`config.mk`:
```
export PLATFORM = sky130hd
export DESIGN_NAME = axil_addr_router_flat
export DESIGN_NICKNAME = d
export VERILOG_FILES = /design/src/rtl/axil_addr_router_if.sv /design/src/rtl/axil_addr_router.sv /design/src/flat_wrapper.sv
export SDC_FILE = /design/constraint.sdc
export NUM_CORES = 1
export LEC_CHECK = 0
export ABC_AREA = 1
export CAP_MARGIN = 5
export CORE_AREA = 2 2 183 185
export CTS_CLUSTER_SIZE = 24
export DETAILED_ROUTE_END_ITERATION = 8
export DIE_AREA = 0 0 185 187
export PLACE_DENSITY = 0.57
export SYNTH_ARGS = -nofsm -noshare
export SYNTH_HDL_FRONTEND = slang
export SYNTH_SLANG_ARGS = --single-unit
```
`constraint.sdc`:
```
create_clock -name clk -period 1.9 [get_ports clk]
set_input_delay 0.285 -clock clk [delete_from_list [all_inputs] [get_ports clk]]
set_output_delay 0.285 -clock clk [all_outputs]
set_load 0.005 [all_outputs]
```
`src/rtl/axil_addr_router_if.sv`:
```
// AXI4-Lite 1-to-N router bus bundle: upstream master port (s_*) plus the
// broadcast/per-slave downstream port (m_*). slave = router view, master = environment view.
interface axil_addr_router_if #(
  parameter int NUM_SLAVES = 4,
  parameter int ADDR_WIDTH = 32,
  parameter int DATA_WIDTH = 32
) ();
  logic [ADDR_WIDTH-1:0]                  s_awaddr;
  logic                                   s_awvalid, s_awready;
  logic [DATA_WIDTH-1:0]                  s_wdata;
  logic [DATA_WIDTH/8-1:0]                s_wstrb;
  logic                                   s_wvalid, s_wready;
  logic [1:0]                             s_bresp;
  logic                                   s_bvalid, s_bready;
  logic [ADDR_WIDTH-1:0]                  s_araddr;
  logic                                   s_arvalid, s_arready;
  logic [DATA_WIDTH-1:0]                  s_rdata;
  logic [1:0]                             s_rresp;
  logic                                   s_rvalid, s_rready;

  logic [ADDR_WIDTH-1:0]                  m_awaddr, m_araddr;
  logic [DATA_WIDTH-1:0]                  m_wdata;
  logic [DATA_WIDTH/8-1:0]                m_wstrb;
  logic [NUM_SLAVES-1:0]                  m_awvalid, m_wvalid, m_bready, m_arvalid, m_rready;
  logic [NUM_SLAVES-1:0]                  m_awready, m_wready, m_bvalid, m_arready, m_rvalid;
  logic [NUM_SLAVES-1:0][1:0]             m_bresp, m_rresp;
  logic [NUM_SLAVES-1:0][DATA_WIDTH-1:0]  m_rdata;

  modport slave (
    input  s_awaddr, s_awvalid, s_wdata, s_wstrb, s_wvalid, s_bready, s_araddr, s_arvalid, s_rready,
           m_awready, m_wready, m_bvalid, m_bresp, m_arready, m_rvalid, m_rresp, m_rdata,
    output s_awready, s_wready, s_bresp, s_bvalid, s_arready, s_rdata, s_rresp, s_rvalid,
           m_awaddr, m_wdata, m_wstrb, m_araddr, m_awvalid, m_wvalid, m_bready, m_arvalid, m_rready
  );

  modport master (
    output s_awaddr, s_awvalid, s_wdata, s_wstrb, s_wvalid, s_bready, s_araddr, s_arvalid, s_rready,
           m_awready, m_wready, m_bvalid, m_bresp, m_arready, m_rvalid, m_rresp, m_rdata,
    input  s_awready, s_wready, s_bresp, s_bvalid, s_arready, s_rdata, s_rresp, s_rvalid,
           m_awaddr, m_wdata, m_wstrb, m_araddr, m_awvalid, m_wvalid, m_bready, m_arvalid, m_rready
  );
endinterface

```
`src/rtl/axil_addr_router.sv`:
```
// AXI4-Lite 1-to-N address router: single outstanding transaction, base/mask
// decode, DECERR on miss, SLVERR on slave timeout, saturating error counters.
module axil_addr_router #(
  parameter int NUM_SLAVES = 4,
  parameter int ADDR_WIDTH = 32,
  parameter int DATA_WIDTH = 32,
  parameter logic [NUM_SLAVES*ADDR_WIDTH-1:0] SLAVE_BASE =
    {32'h0000_3000, 32'h0000_2000, 32'h0000_1000, 32'h0000_0000},
  parameter logic [NUM_SLAVES*ADDR_WIDTH-1:0] SLAVE_MASK = {NUM_SLAVES{32'hFFFF_F000}},
  parameter int TIMEOUT_CYCLES = 1000
) (
  input  logic                clk,
  input  logic                rst,
  axil_addr_router_if.slave   bus,
  input  logic                clear_stats,
  output logic                busy,
  output logic [15:0]         decerr_count,
  output logic [15:0]         timeout_count
);
  localparam int SW = (NUM_SLAVES > 1) ? $clog2(NUM_SLAVES) : 1;
  localparam int TW = $clog2(TIMEOUT_CYCLES + 1);
  localparam int SB = DATA_WIDTH / 8;

  typedef enum logic [2:0] {IDLE, W_ISSUE, W_RESP, W_RET, R_ISSUE, R_RESP, R_RET} state_t;
  state_t state, state_n;

  // {hit, index}; iterating downwards lets the lowest hitting index win
  function automatic logic [SW:0] decode(input logic [ADDR_WIDTH-1:0] a);
    logic [SW:0] r;
    r = '0;
    for (int i = NUM_SLAVES - 1; i >= 0; i--)
      if ((a & SLAVE_MASK[i*ADDR_WIDTH +: ADDR_WIDTH]) ==
          (SLAVE_BASE[i*ADDR_WIDTH +: ADDR_WIDTH] & SLAVE_MASK[i*ADDR_WIDTH +: ADDR_WIDTH]))
        r = {1'b1, SW'(i)};
    return r;
  endfunction

  logic [SW:0]            aw_dec, ar_dec;
  logic [SW-1:0]          sel;
  logic [NUM_SLAVES-1:0]  sel_oh;
  logic                   aw_pend, w_pend, ar_pend, last_grant_rd;
  logic [TW-1:0]          tcnt;
  logic [ADDR_WIDTH-1:0]  awaddr_q, araddr_q;
  logic [DATA_WIDTH-1:0]  wdata_q, rdata_q;
  logic [SB-1:0]          wstrb_q;
  logic [1:0]             bresp_q, rresp_q;
  logic [15:0]            decerr_q, timeout_q, decerr_n, timeout_n;
  logic                   wr_req, rd_req, conflict, idle_ok, grant_w, grant_r;
  logic                   aw_done, w_done, ar_done, tmo;
  logic                   w_iss_to, w_rsp_to, r_iss_to, r_rsp_to, to_hit, dec_inc;

  assign aw_dec   = decode(bus.s_awaddr);
  assign ar_dec   = decode(bus.s_araddr);
  assign wr_req   = bus.s_awvalid && bus.s_wvalid;
  assign rd_req   = bus.s_arvalid;
  assign conflict = wr_req && rd_req;
  assign idle_ok  = (state == IDLE) && !rst;
  assign grant_w  = idle_ok && wr_req && (!rd_req || last_grant_rd);
  assign grant_r  = idle_ok && rd_req && (!wr_req || !last_grant_rd);

  assign sel_oh   = NUM_SLAVES'(1) << sel;
  assign aw_done  = !aw_pend || bus.m_awready[sel];
  assign w_done   = !w_pend  || bus.m_wready[sel];
  assign ar_done  = !ar_pend || bus.m_arready[sel];
  assign tmo      = (tcnt == TW'(TIMEOUT_CYCLES - 1));

  // a finishing handshake on the last allowed cycle takes precedence over the timeout
  assign w_iss_to = (state == W_ISSUE) && tmo && !(aw_done && w_done);
  assign w_rsp_to = (state == W_RESP)  && tmo && !bus.m_bvalid[sel];
  assign r_iss_to = (state == R_ISSUE) && tmo && !ar_done;
  assign r_rsp_to = (state == R_RESP)  && tmo && !bus.m_rvalid[sel];
  assign to_hit   = w_iss_to || w_rsp_to || r_iss_to || r_rsp_to;
  assign dec_inc  = (grant_w && !aw_dec[SW]) || (grant_r && !ar_dec[SW]);

  always_ff @(posedge clk) begin
    if (rst) state <= IDLE;
    else     state <= state_n;
  end

  always_comb begin
    state_n = state;
    case (state)
      IDLE: begin
        if (grant_w)      state_n = aw_dec[SW] ? W_ISSUE : W_RET;
        else if (grant_r) state_n = ar_dec[SW] ? R_ISSUE : R_RET;
      end
      W_ISSUE: if (aw_done && w_done) state_n = W_RESP; else if (tmo) state_n = W_RET;
      W_RESP:  if (bus.m_bvalid[sel] || tmo) state_n = W_RET;
      W_RET:   if (bus.s_bready) state_n = IDLE;
      R_ISSUE: if (ar_done) state_n = R_RESP; else if (tmo) state_n = R_RET;
      R_RESP:  if (bus.m_rvalid[sel] || tmo) state_n = R_RET;
      R_RET:   if (bus.s_rready) state_n = IDLE;
      default: state_n = IDLE;
    endcase
  end

  always_ff @(posedge clk) begin
    if (rst) begin
      sel <= '0; aw_pend <= 1'b0; w_pend <= 1'b0; ar_pend <= 1'b0;
      last_grant_rd <= 1'b1; tcnt <= '0;
      awaddr_q <= '0; araddr_q <= '0; wdata_q <= '0; wstrb_q <= '0;
      rdata_q <= '0; bresp_q <= 2'b00; rresp_q <= 2'b00;
    end else begin
      case (state)
        IDLE: begin
          tcnt <= '0;
          if (grant_w) begin
            awaddr_q <= bus.s_awaddr; wdata_q <= bus.s_wdata; wstrb_q <= bus.s_wstrb;
            sel      <= aw_dec[SW-1:0];
            aw_pend  <= aw_dec[SW];
            w_pend   <= aw_dec[SW];
            bresp_q  <= aw_dec[SW] ? 2'b00 : 2'b11;
            // arbitration history only moves on real conflicts
            if (conflict) last_grant_rd <= 1'b0;
          end else if (grant_r) begin
            araddr_q <= bus.s_araddr;
            sel      <= ar_dec[SW-1:0];
            ar_pend  <= ar_dec[SW];
            rresp_q  <= ar_dec[SW] ? 2'b00 : 2'b11;
            rdata_q  <= '0;
            if (conflict) last_grant_rd <= 1'b1;
          end
        end
        W_ISSUE: begin
          tcnt <= tcnt + 1'b1;
          if (aw_pend && bus.m_awready[sel]) aw_pend <= 1'b0;
          if (w_pend && bus.m_wready[sel])   w_pend  <= 1'b0;
          if (w_iss_to) begin aw_pend <= 1'b0; w_pend <= 1'b0; bresp_q <= 2'b10; end
        end
        W_RESP: begin
          tcnt <= tcnt + 1'b1;
          if (bus.m_bvalid[sel]) bresp_q <= bus.m_bresp[sel];
          else if (tmo)          bresp_q <= 2'b10;
        end
        R_ISSUE: begin
          tcnt <= tcnt + 1'b1;
          if (ar_pend && bus.m_arready[sel]) ar_pend <= 1'b0;
          if (r_iss_to) begin ar_pend <= 1'b0; rresp_q <= 2'b10; rdata_q <= '0; end
        end
        R_RESP: begin
          tcnt <= tcnt + 1'b1;
          if (bus.m_rvalid[sel]) begin
            rdata_q <= bus.m_rdata[sel]; rresp_q <= bus.m_rresp[sel];
          end else if (tmo) begin
            rdata_q <= '0; rresp_q <= 2'b10;
          end
        end
        default: ;
      endcase
    end
  end

  always_comb begin
    decerr_n  = decerr_q;
    timeout_n = timeout_q;
    if (clear_stats) begin
      decerr_n  = '0;
      timeout_n = '0;
    end else begin
      if (dec_inc && decerr_q != 16'hFFFF)  decerr_n  = decerr_q + 16'd1;
      if (to_hit && timeout_q != 16'hFFFF)  timeout_n = timeout_q + 16'd1;
    end
  end

  always_ff @(posedge clk) begin
    if (rst) begin
      decerr_q  <= '0;
      timeout_q <= '0;
    end else begin
      decerr_q  <= decerr_n;
      timeout_q <= timeout_n;
    end
  end

  assign bus.s_awready = grant_w;
  assign bus.s_wready  = grant_w;
  assign bus.s_arready = grant_r;
  assign bus.s_bvalid  = (state == W_RET);
  assign bus.s_bresp   = bresp_q;
  assign bus.s_rvalid  = (state == R_RET);
  assign bus.s_rresp   = rresp_q;
  assign bus.s_rdata   = rdata_q;

  assign bus.m_awaddr  = awaddr_q;
  assign bus.m_wdata   = wdata_q;
  assign bus.m_wstrb   = wstrb_q;
  assign bus.m_araddr  = araddr_q;
  assign bus.m_awvalid = aw_pend ? sel_oh : '0;
  assign bus.m_wvalid  = w_pend  ? sel_oh : '0;
  assign bus.m_arvalid = ar_pend ? sel_oh : '0;
  assign bus.m_bready  = (state == W_RESP) ? sel_oh : '0;
  assign bus.m_rready  = (state == R_RESP) ? sel_oh : '0;

  assign busy          = (state != IDLE);
  assign decerr_count  = decerr_q;
  assign timeout_count = timeout_q;
endmodule

```
`src/flat_wrapper.sv`:
```
// flat-port wrapper written by rule: the top's interface ports become plain ports
module axil_addr_router_flat 
#(
  parameter int NUM_SLAVES = 4,
  parameter int ADDR_WIDTH = 32,
  parameter int DATA_WIDTH = 32,
  parameter logic [NUM_SLAVES*ADDR_WIDTH-1:0] SLAVE_BASE =
    {32'h0000_3000, 32'h0000_2000, 32'h0000_1000, 32'h0000_0000},
  parameter logic [NUM_SLAVES*ADDR_WIDTH-1:0] SLAVE_MASK = {NUM_SLAVES{32'hFFFF_F000}},
  parameter int TIMEOUT_CYCLES = 1000
)
  (clk, rst, clear_stats, busy, decerr_count, timeout_count, bus_s_awaddr, bus_s_awvalid, bus_s_wdata, bus_s_wstrb, bus_s_wvalid, bus_s_bready, bus_s_araddr, bus_s_arvalid, bus_s_rready, bus_m_awready, bus_m_wready, bus_m_bvalid, bus_m_bresp, bus_m_arready, bus_m_rvalid, bus_m_rresp, bus_m_rdata, bus_s_awready, bus_s_wready, bus_s_bresp, bus_s_bvalid, bus_s_arready, bus_s_rdata, bus_s_rresp, bus_s_rvalid, bus_m_awaddr, bus_m_wdata, bus_m_wstrb, bus_m_araddr, bus_m_awvalid, bus_m_wvalid, bus_m_bready, bus_m_arvalid, bus_m_rready);
  axil_addr_router_if #(.NUM_SLAVES(NUM_SLAVES), .ADDR_WIDTH(ADDR_WIDTH), .DATA_WIDTH(DATA_WIDTH)) bus_i ();
  input  logic clk;
  input  logic rst;
  input  logic clear_stats;
  output logic busy;
  output logic [15:0] decerr_count;
  output logic [15:0] timeout_count;
  input wire logic [$bits(bus_i.s_awaddr)-1:0] bus_s_awaddr;
  input wire logic [$bits(bus_i.s_awvalid)-1:0] bus_s_awvalid;
  input wire logic [$bits(bus_i.s_wdata)-1:0] bus_s_wdata;
  input wire logic [$bits(bus_i.s_wstrb)-1:0] bus_s_wstrb;
  input wire logic [$bits(bus_i.s_wvalid)-1:0] bus_s_wvalid;
  input wire logic [$bits(bus_i.s_bready)-1:0] bus_s_bready;
  input wire logic [$bits(bus_i.s_araddr)-1:0] bus_s_araddr;
  input wire logic [$bits(bus_i.s_arvalid)-1:0] bus_s_arvalid;
  input wire logic [$bits(bus_i.s_rready)-1:0] bus_s_rready;
  input wire logic [$bits(bus_i.m_awready)-1:0] bus_m_awready;
  input wire logic [$bits(bus_i.m_wready)-1:0] bus_m_wready;
  input wire logic [$bits(bus_i.m_bvalid)-1:0] bus_m_bvalid;
  input wire logic [$bits(bus_i.m_bresp)-1:0] bus_m_bresp;
  input wire logic [$bits(bus_i.m_arready)-1:0] bus_m_arready;
  input wire logic [$bits(bus_i.m_rvalid)-1:0] bus_m_rvalid;
  input wire logic [$bits(bus_i.m_rresp)-1:0] bus_m_rresp;
  input wire logic [$bits(bus_i.m_rdata)-1:0] bus_m_rdata;
  output wire logic [$bits(bus_i.s_awready)-1:0] bus_s_awready;
  output wire logic [$bits(bus_i.s_wready)-1:0] bus_s_wready;
  output wire logic [$bits(bus_i.s_bresp)-1:0] bus_s_bresp;
  output wire logic [$bits(bus_i.s_bvalid)-1:0] bus_s_bvalid;
  output wire logic [$bits(bus_i.s_arready)-1:0] bus_s_arready;
  output wire logic [$bits(bus_i.s_rdata)-1:0] bus_s_rdata;
  output wire logic [$bits(bus_i.s_rresp)-1:0] bus_s_rresp;
  output wire logic [$bits(bus_i.s_rvalid)-1:0] bus_s_rvalid;
  output wire logic [$bits(bus_i.m_awaddr)-1:0] bus_m_awaddr;
  output wire logic [$bits(bus_i.m_wdata)-1:0] bus_m_wdata;
  output wire logic [$bits(bus_i.m_wstrb)-1:0] bus_m_wstrb;
  output wire logic [$bits(bus_i.m_araddr)-1:0] bus_m_araddr;
  output wire logic [$bits(bus_i.m_awvalid)-1:0] bus_m_awvalid;
  output wire logic [$bits(bus_i.m_wvalid)-1:0] bus_m_wvalid;
  output wire logic [$bits(bus_i.m_bready)-1:0] bus_m_bready;
  output wire logic [$bits(bus_i.m_arvalid)-1:0] bus_m_arvalid;
  output wire logic [$bits(bus_i.m_rready)-1:0] bus_m_rready;
  assign bus_i.s_awaddr = bus_s_awaddr;
  assign bus_i.s_awvalid = bus_s_awvalid;
  assign bus_i.s_wdata = bus_s_wdata;
  assign bus_i.s_wstrb = bus_s_wstrb;
  assign bus_i.s_wvalid = bus_s_wvalid;
  assign bus_i.s_bready = bus_s_bready;
  assign bus_i.s_araddr = bus_s_araddr;
  assign bus_i.s_arvalid = bus_s_arvalid;
  assign bus_i.s_rready = bus_s_rready;
  assign bus_i.m_awready = bus_m_awready;
  assign bus_i.m_wready = bus_m_wready;
  assign bus_i.m_bvalid = bus_m_bvalid;
  assign bus_i.m_bresp = bus_m_bresp;
  assign bus_i.m_arready = bus_m_arready;
  assign bus_i.m_rvalid = bus_m_rvalid;
  assign bus_i.m_rresp = bus_m_rresp;
  assign bus_i.m_rdata = bus_m_rdata;
  assign bus_s_awready = bus_i.s_awready;
  assign bus_s_wready = bus_i.s_wready;
  assign bus_s_bresp = bus_i.s_bresp;
  assign bus_s_bvalid = bus_i.s_bvalid;
  assign bus_s_arready = bus_i.s_arready;
  assign bus_s_rdata = bus_i.s_rdata;
  assign bus_s_rresp = bus_i.s_rresp;
  assign bus_s_rvalid = bus_i.s_rvalid;
  assign bus_m_awaddr = bus_i.m_awaddr;
  assign bus_m_wdata = bus_i.m_wdata;
  assign bus_m_wstrb = bus_i.m_wstrb;
  assign bus_m_araddr = bus_i.m_araddr;
  assign bus_m_awvalid = bus_i.m_awvalid;
  assign bus_m_wvalid = bus_i.m_wvalid;
  assign bus_m_bready = bus_i.m_bready;
  assign bus_m_arvalid = bus_i.m_arvalid;
  assign bus_m_rready = bus_i.m_rready;
  axil_addr_router #(.NUM_SLAVES(NUM_SLAVES), .ADDR_WIDTH(ADDR_WIDTH), .DATA_WIDTH(DATA_WIDTH), .SLAVE_BASE(SLAVE_BASE), .SLAVE_MASK(SLAVE_MASK), .TIMEOUT_CYCLES(TIMEOUT_CYCLES)) u_core (.clk(clk), .rst(rst), .bus(bus_i), .clear_stats(clear_stats), .busy(busy), .decerr_count(decerr_count), .timeout_count(timeout_count));
endmodule
```
==> run_results.csv <==
group,metric,value,unit
status,outcome,"complete, but fails checks",
status,failed_checks,"setup timing",
place,port_buffers,465,
finish,register_area,0.00376,mm2
min_path,min_path_type,"input pin to flip-flop",
sta,final.setup.worst_slack,-0.107,ns
power_and_ir_drop,seqPwrFrac,0.287,
clocking,cts-buffers-inserted,17,
power_and_ir_drop,power.density,947,mW/mm2
finish,final_area,0.0170,mm2
place,place.gp.congestion,0.893,
synthesis,yosys_register_bits,187,
synthesis,synth_edf_count,0,
worst_setup_path,critPathKind,"flip-flop to flip-flop",
finish,layout-drive-gt1-share,0.216,
clocking,cts_root_buffer,"clkbuf_16",
finish,layout_commonest_cell,"clkdlybuf4s50_1",
sta,period_minus_slack,2.01,ns
synthesis,synth_nets,1615,
power_and_ir_drop,internal_power,0.0101,W
global_routing,antenna_found_initial,1,
synthesis,synthArstFlopShare,0,
finish,fill_cells,3189,
finish,fin_nets,2180,
clocking,htreeDepth,4,
power_and_ir_drop,p_comb_frac,0.489,
clocking,cts_hold_buf,0,
drt,drt_wl_total,42.4,mm
power_and_ir_drop,switching_share,0.376,
drt,drt-initial-drc-count,428,
drt,vias,11135,
place,dp_slack,-0.303,ns
run,cap_violations,0,
power_and_ir_drop,ir_drop,668,uV
drt,drc_errors,0,
synthesis,synth_area_per_cell,6.77,um2
sta,finalHoldViolCount,0,
sta,period_share,1.06,
sta,relSlewSlack,0.513,
global_routing,grt_pass1_vias,10697,
power_and_ir_drop,power_switching,0.00605,W
synthesis,synth-main-ff-cell,"dfxtp_1",
floorplan,die_w,185,um
global_routing,grt_util_all_layers,0.226,
floorplan,die_y,187,um
sta,worst_slew_pin_slew,0.731,ns
drt,drtAntennaViolNets,0,
synthesis,ys_warn_count,0,
finish,areaGrowthSynthToFinish,87.5,%
worst_setup_path,worstPathRequired,2.18,ns
floorplan,die_area,0.0346,mm2
finish,multi_input_area,0.00561,mm2
drt,routedWlPerCell,17.9,um
power_and_ir_drop,leakage,6.64,nW
power_and_ir_drop,p_clk_frac,0.223,
clocking,insertion_delay,0.44,ns
floorplan,rows,67,
worst_setup_path,end_kind,"flip-flop",
sta,fmax,498,MHz
floorplan,ios,466,
worst_setup_path,crit_arrival,2.29,ns
floorplan,coreArea,0.0329,mm2
drt,avgViaCountPerCell,4.70,
sta,rsz0062_at_grt,"yes",
synthesis,post_synth_inst_count,1340,
clocking,clk_pin_slew,0.07,ns
floorplan,initial_core_util,0.276,
worst_setup_path,crit_fanout,8,
global_routing,grt_max_degree,114,
global_routing,grt-ovfl-total,0,
finish,utilization,0.518,
drt,first_pass_iters,5,
sta,fin_skew,0.0113,ns
clocking,clock_tree.buffer_depth,2,
synthesis,mappedNetlistArea,0.00907,mm2
clocking,cts_tree,"done",
finish,final_cell_mix,"clkdlybuf4s50_1 (438), nand2_1 (265), nor2_1 (215)",
synthesis,ys_types,42,
worst_setup_path,start_kind,"flip-flop",
sta,maxSlewViolCount,0,
sta,whs,0.415,ns
synthesis,ys_seq_area_frac,0.413,
place,placed_area,0.0148,mm2
place,dp_hpwl,30.5,mm
clocking,numClockSinks,187,
sta,setup_viol,35,
global_routing,grt_pass1_wl,60.6,mm
[final timing paths]
kind | start | depth (start not counted) | endpoint | slack (ns)
max | u_core.sel[0]$_SDFFE_PP0P_ | 13 | u_core.bus.s_rdata[0]$_SDFFE_PP0P_ | -0.11
min | bus_s_araddr[7] | 3 | u_core.bus.m_araddr[7]$_SDFFE_PP0P_ | 0.41
max reg2reg | u_core.sel[0]$_SDFFE_PP0P_ | 13 | u_core.bus.s_rdata[0]$_SDFFE_PP0P_ | -0.11
min reg2reg | u_core.bus.s_rresp[1]$_SDFFE_PP0P_ | 2 | u_core.bus.s_rresp[1]$_SDFFE_PP0P_ | 0.46
[registers in the layout, indices dropped and copies added (netlist names)]
signal,flops
u_core.tcnt,10
u_core.bus.s_bresp,2
u_core.last_grant_rd,1
u_core.timeout_count,16
u_core.bus.m_wstrb,4
u_core.bus.s_rresp,2
u_core.aw_pend,1
u_core.sel,2
u_core.ar_pend,1
u_core.bus.m_awaddr,32
u_core.state,3
u_core.w_pend,1
u_core.bus.m_araddr,32
u_core.decerr_count,16
u_core.bus.m_wdata,32
u_core.bus.s_rdata,32
[cell type report]
cell class                      instances  area share
Clock inverter                         12     0.00773
Tap cell                              448      0.0330
Clock buffer                           20      0.0263
Inverter                               92      0.0233
Timing Repair Buffer                  613       0.359
Sequential cell                       187       0.221
Multi-Input combinational cell        994       0.330
Antenna cell                            1    0.000147
[per-layer routing]
layer	GRT usage	routed length, um	vias up	share of wire
li1	-	-	5525	-
met1	0.257	16900	5168	0.40
met2	0.406	21300	375	0.50
met3	0.0551	2910	67	0.068
met4	0.0830	1320	0	0.031
met5	0	0	-	0
[power by group through the flow]
| stage | clock network [W] | registers [W] | logic [W] |
|---|---|---|---|
| floorplan | 0 | 0.00469 | 0.00269 |
| global placement | 0 | 0.00468 | 0.00566 |
| detailed placement | 0 | 0.00469 | 0.00567 |
| CTS | 0.00371 | 0.00462 | 0.00710 |
| global route | 0.00385 | 0.00468 | 0.00848 |
| finish | 0.00360 | 0.00463 | 0.00788 |
[cell usage after synthesis, types with 3 or more instances]
library cell,instances,share of area
o21ai_0,121,0.067
nand2_2,9,0.0062
nand3_1,69,0.038
a21oi_1,73,0.040
nor2_1,232,0.096
nor3_1,20,0.011
buf_6,7,0.0087
xnor2_1,7,0.0068
buf_2,12,0.0066
inv_1,81,0.034
clkbuf_1,46,0.019
nor4_1,4,0.0028
a22oi_1,48,0.040
inv_2,6,0.0025
nand4_1,15,0.010
nor2_2,5,0.0034
dfxtp_1,187,0.41
buf_4,4,0.0033
xor2_1,12,0.012
nand2_4,3,0.0037
a211oi_1,4,0.0033
ha_1,3,0.0041
nand3b_1,4,0.0033
nand2_1,340,0.14
[metrics by stage]
stage	power, W	setup TNS (ns)	std cells
3_3_place_gp	0.0103	-10.25	2286
2_1_floorplan	0.00738	0	1340
6_report	0.0161	-2.55	2367
4_1_cts	0.0154	-5.65	2339
3_5_place_dp	0.0104	-11.71	2286
5_1_grt	0.0170	-7.80	2367
[worst max-delay path, stage by stage (launching register included)]
cell,delay [ns]
dfxtp_2,0.35
buf_12,0.13
buf_12,0.11
nor2_4,0.04
buf_6,0.12
nand2_2,0.04
o21a_1,0.15
nand3_2,0.11
o21ai_4,0.18
nand4_4,0.17
buf_4,0.19
buf_12,0.15
nand2_2,0.05
a21oi_1,0.05
[what timing repair did]
item | CTS | global route
resized for setup | 178 | 203
buffers inserted | 16 | 19
setup endpoints to repair | 81 | 146
gates cloned | 5 | 10
pin swaps | 12 | 44
[kinds of logic after synthesis]
group / share of synthesized area
compound gates: 0.162
fa+ha+maj: 0.00414
flops: 0.413
simple gates: 0.326
buf+inv: 0.0770
xor+xnor: 0.0183
Note: power is estimated with default switching activity, not from simulation.
